[src/rtl/inst_mem_loader.sv]
// Serial program loader: assembles a length-prefixed, XOR-checksummed byte stream
// into little-endian 32-bit words and writes them into the instruction memory.
module inst_mem_loader #(
   parameter int DEPTH = 64
) (
   input  logic        clk,
   input  logic        rst_n,
   input  logic        load_start,
   input  logic        byte_valid,
   input  logic [7:0]  byte_data,
   output logic        byte_ready,
   output logic        mem_we,
   output logic [31:0] mem_addr,
   output logic [31:0] mem_wdata,
   output logic        cpu_hold,
   output logic        load_done,
   output logic        load_err
);
   localparam int IW = $clog2(DEPTH + 1);

   typedef enum logic [2:0] {IDLE, LEN0, LEN1, DATA, CSUM, DONE, FAIL} state_t;

   state_t        state, state_nxt;
   logic [7:0]    len_lo;
   logic [15:0]   len;
   logic [IW-1:0] word_idx;
   logic [1:0]    bcnt;
   logic [7:0]    csum;
   logic [23:0]   wbuf;
   logic          xfer;
   logic          start_ok;
   logic          last_word;
   logic [15:0]   n_hdr;

   assign xfer      = byte_valid && byte_ready;
   assign start_ok  = load_start && (state == IDLE);
   assign n_hdr     = {byte_data, len_lo};
   assign last_word = ((16'(word_idx) + 16'd1) == len);

   always_ff @(posedge clk) begin
      if (!rst_n) state <= IDLE;
      else        state <= state_nxt;
   end

   always_comb begin
      state_nxt = state;
      case (state)
         IDLE: if (load_start) state_nxt = LEN0;
         LEN0: if (xfer) state_nxt = LEN1;
         LEN1: begin
            if (xfer) begin
               if (n_hdr > 16'(DEPTH))  state_nxt = FAIL;
               else if (n_hdr == 16'd0) state_nxt = CSUM;
               else                     state_nxt = DATA;
            end
         end
         DATA: if (xfer && (bcnt == 2'd3) && last_word) state_nxt = CSUM;
         CSUM: if (xfer) state_nxt = (byte_data == csum) ? DONE : FAIL;
         DONE: state_nxt = IDLE;
         FAIL: state_nxt = IDLE;
         default: state_nxt = IDLE;
      endcase
   end

   always_comb begin
      byte_ready = 1'b0;
      cpu_hold   = 1'b0;
      load_done  = 1'b0;
      case (state)
         LEN0, LEN1, DATA, CSUM: begin
            byte_ready = 1'b1;
            cpu_hold   = 1'b1;
         end
         DONE, FAIL: begin
            cpu_hold  = 1'b1;
            load_done = 1'b1;
         end
         default: ;
      endcase
   end

   // Control and write-port registers; the write strobe lags the 4th byte by one cycle.
   always_ff @(posedge clk) begin
      if (!rst_n) begin
         word_idx  <= '0;
         bcnt      <= 2'd0;
         csum      <= 8'd0;
         load_err  <= 1'b0;
         mem_we    <= 1'b0;
         mem_addr  <= 32'd0;
         mem_wdata <= 32'd0;
      end else begin
         mem_we <= 1'b0;
         if (start_ok) begin
            word_idx <= '0;
            bcnt     <= 2'd0;
            csum     <= 8'd0;
            load_err <= 1'b0;
         end
         if (xfer) csum <= csum ^ byte_data;
         if (xfer && (state == DATA)) begin
            bcnt <= bcnt + 2'd1;
            if (bcnt == 2'd3) begin
               mem_we    <= 1'b1;
               mem_addr  <= 32'(word_idx) << 2;
               mem_wdata <= {byte_data, wbuf};
               word_idx  <= word_idx + 1'b1;
            end
         end
         if ((state_nxt == FAIL) && (state != FAIL)) load_err <= 1'b1;
      end
   end

   // Header and partial-word holding registers carry data only, so they are not reset.
   always_ff @(posedge clk) begin
      if (xfer && (state == LEN0)) len_lo <= byte_data;
      if (xfer && (state == LEN1)) len <= n_hdr;
      if (xfer && (state == DATA) && (bcnt != 2'd3)) wbuf[8*bcnt +: 8] <= byte_data;
   end

endmodule

[config.mk]
export PLATFORM = sky130hd
export DESIGN_NAME = inst_mem_loader
export DESIGN_NICKNAME = d
export VERILOG_FILES = /design/src/rtl/inst_mem_loader.sv
export SDC_FILE = /design/constraint.sdc
export NUM_CORES = 1
export LEC_CHECK = 0
export BUFFER_PORTS_ARGS = -buffer_cell sky130_fd_sc_hd__buf_4
export CAP_MARGIN = 5
export CORE_UTILIZATION = 35
export CTS_CLUSTER_DIAMETER = 50
export DETAILED_ROUTE_END_ITERATION = 10
export SYNTH_ARGS = -nofsm -noshare
export SYNTH_HDL_FRONTEND = slang
export SYNTH_SLANG_ARGS = --single-unit
[constraint.sdc]
create_clock -name clk -period 2.2 [get_ports clk]
set_input_delay 0.22 -clock clk [delete_from_list [all_inputs] [get_ports clk]]
set_output_delay 0.22 -clock clk [all_outputs]
set_load 0.02 [all_outputs]
==> results of run 1 <==
-- path summary, 6_finish.rpt --
| kind | start | end | slack [ns] |
|---|---|---|---|
| worst max register to register | word_idx[2]$_SDFF_PN0_ | load_err$_SDFFE_PN0P_ | 0.13 |
| worst min register to register | mem_wdata[17]$_SDFFE_PN0P_ | mem_wdata[17]$_SDFFE_PN0P_ | 0.45 |
| worst max-delay path | word_idx[2]$_SDFF_PN0_ | load_err$_SDFFE_PN0P_ | 0.13 |
| worst min-delay path | byte_data[4] | len_lo[4]$_DFFE_PP_ | 0.20 |
-- power groups by stage --
stage | Combinational, mW | Sequential [mW] | Clock (mW)
detailed placement | 0.338 | 2.22 | 0
floorplan | 0.269 | 2.21 | 0
global route | 0.377 | 2.18 | 1.72
global placement | 0.337 | 2.22 | 0
finish | 0.339 | 2.18 | 1.61
CTS | 0.340 | 2.18 | 1.65
-- registers in the layout (all words and copies together), names as in the netlist --
name and flops:
bcnt 2, csum 8, len 16, len_lo 8
load_err 1, mem_addr 7, mem_wdata 32, mem_we 1
state 3, wbuf 24, word_idx 7
-- kinds of logic after synthesis --
family / after synthesis
DFF: 109
other: 1
and+or+nand+nor: 200
adders and majority gates: 6
AOI/OAI and AO/OA: 87
muxes: 1
xor gates and xnor gates: 15
buffers and inverters: 60
-- metal layers --
metal / part of all wire (%) / track usage (%) / wire [µm] / up-vias
met5: 0 / 0 / 0 / -
li1: - / - / - / 1708
met1: 44 / 18.9 / 4420 / 1586
met2: 48 / 24.7 / 4890 / 116
met3: 6.1 / 3.37 / 621 / 15
met4: 1.9 / 6.64 / 192 / 0
-- area by class of cell --
cell class,count,area (µm²)
Clock inverter,5,58.8
Clock buffer,11,243
Tap cell,176,220
Timing Repair Buffer,72,541
Inverter,11,41.3
Fill cell,1321,7680
Sequential cell,109,2670
Multi-Input combinational cell,334,1950
-- synth_stat cells (11+ instances only) --
library cell / instances
a21boi_0: 29
nor2b_1: 18
xnor2_1: 13
nand2_1: 87
inv_1: 11
edfxtp_1: 48
a21boi_1: 13
o21ai_0: 13
clkbuf_1: 16
buf_4: 26
and2_1: 31
nand3_1: 16
a21oi_1: 14
nor2_1: 13
dfxtp_1: 61
-- stage by stage --
| step | instance area, µm² | total power [mW] |
|---|---|---|
| final | 5720 | 4.13 |
| after global routing | 5720 | 4.28 |
| after CTS | 5720 | 4.17 |
| after detailed placement | 5420 | 2.56 |
| after global placement | 5420 | 2.56 |
| after floorplan | 4950 | 2.48 |
-- cell usage in the layout, fill, tap and decap left out, types with 2 or more instances in the layout --
cell type,netlist,layout
nand3b_1,2,2
and2_1,31,31
nor2b_1,18,18
clkinv_2,0,2
o221ai_1,2,2
nand3_1,16,15
inv_1,11,11
buf_4,26,72
edfxtp_1,48,48
nand4b_1,4,4
o21ai_1,2,2
xnor2_1,13,13
nand2b_1,2,2
dfxtp_1,61,58
a21oi_1,14,14
and3_1,3,3
a21boi_0,29,29
xor2_1,2,2
nor3_1,8,8
nor3b_1,7,7
ha_1,6,5
nor4_1,4,4
o21ai_0,13,13
conb_1,1,25
clkbuf_16,0,9
a21boi_1,13,13
nor2_1,13,12
nand2_1,87,87
dfxtp_2,0,3
a32oi_1,3,3
-- worst max-delay path: stages, from the launching register on --
cell	delay [ns]
dfxtp_1	0.48
and4_4	0.29
a21boi_2	0.07
o41a_1	0.36
a2111oi_4	0.35
a31oi_1	0.19
o31ai_2	0.26
-- timing repair --
action	4_1_cts	5_1_grt
gates resized for setup	0	4
hold buffers	0	0
endpoints found under the setup margin	0	1
==> results.md, run 1 <==
* Final hold viol count at 0
* Final Hold Slack at 0.199 ns
* Synth Area per Inst at 10.1 µm²
* Final HPWL DP at ~7 mm
* Synth top area cells: edfxtp_1 (30%), dfxtp_1 (25%), nand2_1 (6.7%), a21boi_0 (4.5%), buf_4 (4.0%)
* Period utilization at a little over nine tenths
* Synth Instances at between 400 and 500
* Crit start category: register
* Synth Area in Compound Gates at 12.9%
* Synth Area in Adders at 1.54%
* Switching power at ~0.95 mW
* Clock skew at between 0.009 and 0.01 ns
* Int Pwr at around 3.2 mW
* Arr. time, crit path at about 2.3 ns
* Fmax achieved at 484 MHz
* Root Driver: clkbuf_16
* CTS Buffer Depth at 2
* HP Class: primary input to register
* Primary FF master, synth: dfxtp_1
* Synth Register Bits at 109
* Vias in the first global route at 3189
* GRT Overall Usage at 15.0%
* Antenna Nets Post-Route at 0
* Routability cong. at between 0.8 and 0.9
* Post-Synth XOR/XNOR Area at 2.70%
* Pre-antenna DRT Iters at 5
* Clock tree from TritonCTS: built
* EDFF count, synth at 48
* TNS Setup at 0 ns
* Worst-skew pair later-pin latency at 0.34 ns
* TritonCTS Sinks at 109
* Post-placement setup slack at around 0.052 ns
* Worst vdd ir at between 300 and 400 µV
* YS warnings at 0
* Critical Path Fanout Max at 6
* Mux cell area share after synthesis at 0.206%
* Row count at 42
* Logic pwr share at 8.2%
* Via count at 3425
* Post-layout utilization of the core at 42.7%
* Switching Fraction at 22.9%
* Cells after DPL at 702
* Largest net degree at the start of global routing at around 60
* PD cells at between 700 and 800 nW/µm²
* Die Y-Extent at 120 µm
* Asr flop ratio synth at 0%
* Max cap viols at 0
* Antenna cells at 0
* Unrepaired setup endpoints after global routing: no
* Syn Std Cell Area at 4860 µm²
* Vias per cell at 4.77
* Tmin final at approximately 2.1 ns
* Final Non-Filler Cells at 718
* Fin worst setup slack at 0.134 ns
* Slew HR at 66.4%
* Finish-stage setup viols at 0
* Max-slew violation count at 0
* Crit. End Element: register
* Unique masters post-synth at ~50
* Clock-pin slew on the worst setup and hold paths at approximately 0.07 ns
* Die width at 120 µm
* Worst Hold Depth at 1
* Depth of the CTS H-tree at 3
* Area grow syn2layout at 17.7%
* WS Path Type: register to register
* First-pass GRT wire length at approximately 16 mm
* Data required, critical path at 2.46 ns
* GRT overflow at 0
* Initial Util at 36.3%
* Area share of the largest cell type after synthesis at 29.7%
* Core Region at 13400 µm²
* DRC viols at 0
* I/O pin total at 81
* P_leak at about 2.1 nW
* Simple-gate share of the synthesized area at 20.7%
* Sequential share of power at 52.8%
* Run status: completed
* Yosys top cell by area: edfxtp_1
* Port bufs at 55
* Post-CTS Repair Setup Buffers at 0
* CTS Buf Count at 9
* Area of the die at ~14000 µm²
* Initial antenna violation count at 0
* Cell count of the worst reg-to-reg path at 6
* Measured slew at the worst slew-check pin at approximately 0.50 ns
* Largest family of logic cells by synthesized area: simple AND/OR/NAND/NOR gates
* Routed WL at between 10 and 15 mm
* Share of cells above drive strength 1 at 18.1%
* Nets at approximately 560
* 1st-iter DRT viols at about 230
* Clock Power Share at between 30% and 40%
* Register area share after synthesis at 54.8%
* Routed WL per cell at around 14 µm
Power figures use the tool's default switching activity.
==> inputs of run 2 (changes only) <==
- CELL_PAD_IN_SITES_DETAIL_PLACEMENT: default -> 1
- CELL_PAD_IN_SITES_GLOBAL_PLACEMENT: default -> 1
- PLACE_DENSITY_LB_ADDON: default -> 0.1
==> run 2 against run 1 <==
  * Largest power group unchanged
  * Clock skew is essentially flat
  * Critical path depth grew 1
  * Register-to-register slack got worse by 0.08 ns
  * Sequential cell count is the same
  * Setup slack worse by 0.082 ns
  * Global-route usage up 1.0 points
  * Fmax shrank 3.8%
==> results.md, run 2 (same netlist as run 1, synthesis figures left out) <==
* Most flop-heavy register: mem_wdata
* Arr. time, crit path at 2.44 ns
* 1st-iter DRT viols at 124
* Die Y-Extent at 120 µm
* Period utilization at 97.7%
* Vias per cell at 4.70
* Slowest stage delay, CP at 0.54 ns
* Vias in the first global route at 3319
* Max cap viols at 0
* Max-slew violation count at 0
* CTS Buffer Depth at 2
* Worst reg2reg setup slack at around 0.051 ns
* Fmax achieved at ~470 MHz
* Slew HR at about 63%
* PD cells at 740 nW/µm²
* Worst vdd ir at approximately 340 µV
* Reg2reg start: len[11]$_DFFE_PP_
* Unrepaired setup endpoints after global routing: yes
* Fin worst setup slack at 0.0514 ns
* Tmin final at 2.15 ns
* Worst Setup SP: len[11]$_DFFE_PP_
* Finish-stage setup viols at 0
* WP buf/inv at 1
* Initial antenna violation count at 0
* Commonest non-fill, non-tap cell in the layout: nand2_1
* Share of cells above drive strength 1 at 20.1%
* Area grow syn2layout at 19.3%
* Routability cong. at 0.807
* Post-placement setup slack at 0.0930 ns
* Slowest CP cell: or4_4
* Max reg flops at 32
* Clock tree from TritonCTS: built
* Largest regs: mem_wdata: 32 flops, wbuf: 24 flops, len: 16 flops
* Worst Hold Launch: byte_data[0]
* CP top delay family: simple AND/OR/NAND/NOR gates
* Run status: completed
* Root Driver: clkbuf_16
* Hold-fix buffers, CTS at 0
* Die width at 120 µm
* Critical Path Fanout Max at 2
* GRT overflow at 0
* Commonest cells after routing, fill and taps aside: nand2_1 (87), buf_4 (76), dfxtp_1 (56)
* Nets at about 560
* CTS Buf Count at 9
* Final HPWL DP at 7.53 mm
* Pre-antenna DRT Iters at 4
* Routed WL per cell at 15.3 µm
* Critical-path cell list: or4_4 > nor3_2 > nand4b_1 > a2111oi_4 > a31oi_2 > buf_4 > nor2_1
* Routed WL at 11.1 mm
* Area of the die at 14400 µm²
* P_leak at 2.15 nW
* I/O pin total at 81
* TritonCTS Sinks at 109
* Antenna Nets Post-Route at 0
* Overall power at 4.29 mW
* Worst-skew pair later-pin latency at 0.36 ns
* Clock-pin slew on the worst setup and hold paths at 0.08 ns
* WS Path Type: register to register
* GRT Overall Usage at 16.1%
* Initial Util at a little over a third
* Core Region at 13400 µm²
* Crit. End Element: register
* Data required, critical path at 2.49 ns
* HP Class: primary input to register
* Clock skew at 0.00958 ns
* Measured slew at the worst slew-check pin at 0.549 ns
* Crit start category: register
* DRC viols at 0
* Final hold viol count at 0
* Depth of the CTS H-tree at 3
* First-pass GRT wire length at 17.4 mm
* Largest net degree at the start of global routing at 61
* Antenna cells at 0
* Via count at 3392
* Row count at 42
* Port bufs at between 50 and 60
-- run 2: layer usage --
layer | up-vias | track usage (%) | part of all wire [%]
li1 | 1713 | - | -
met1 | 1600 | 21.5 | 49
met2 | 60 | 25.0 | 46
met3 | 19 | 2.90 | 3.0
met4 | 0 | 8.05 | 2.2
met5 | - | 0 | 0
-- run 2: cell type report --
cell class / count / area, µm²
fillers: 1512 / 7600
flip-flops and latches: 109 / 2670
multi-input cells: 334 / 1980
repair buffers: 76 / 571
clock buffers: 9 / 225
well taps: 176 / 220
clock inverters: 7 / 95.1
inverters: 11 / 41.3
-- run 2: through the flow --
stage	area (µm²)	util (%)	TNS [ns]	std cells	hold WS, ns
final	5800	43.3	0	722	0.187
after global routing	5800	43.3	-0.0344	722	0.178
after CTS	5760	43.0	0	721	0.174
after detailed placement	5440	40.6	0	705	0.439
after global placement	5440	40.6	0	705	0.437
after floorplan	4950	-	0	503	0.319
-- run 2: power breakdown --
part           switching, mW  total (mW)  internal, mW
logic                  0.225       0.349         0.124
registers             0.0349        2.18          2.15
clock network          0.759        1.76          1.00
total                   1.02        4.29          3.27
-- run 2: worst paths after layout --
| path | to | cells past startpoint |
|---|---|---|
| hold / removal | len_lo[0]$_DFFE_PP_ | 1 |
| setup reg to reg | state[2]$_SDFF_PN0_ | 7 |
| setup / recovery | state[2]$_SDFF_PN0_ | 7 |
| hold reg to reg | mem_addr[5]$_SDFFE_PN0P_ | 2 |
-- run 2: repair_timing --
action / CTS / global route
resized for setup: 0 / 11
endpoints found under the setup margin: 0 / 1
setup buffers: 0 / 1
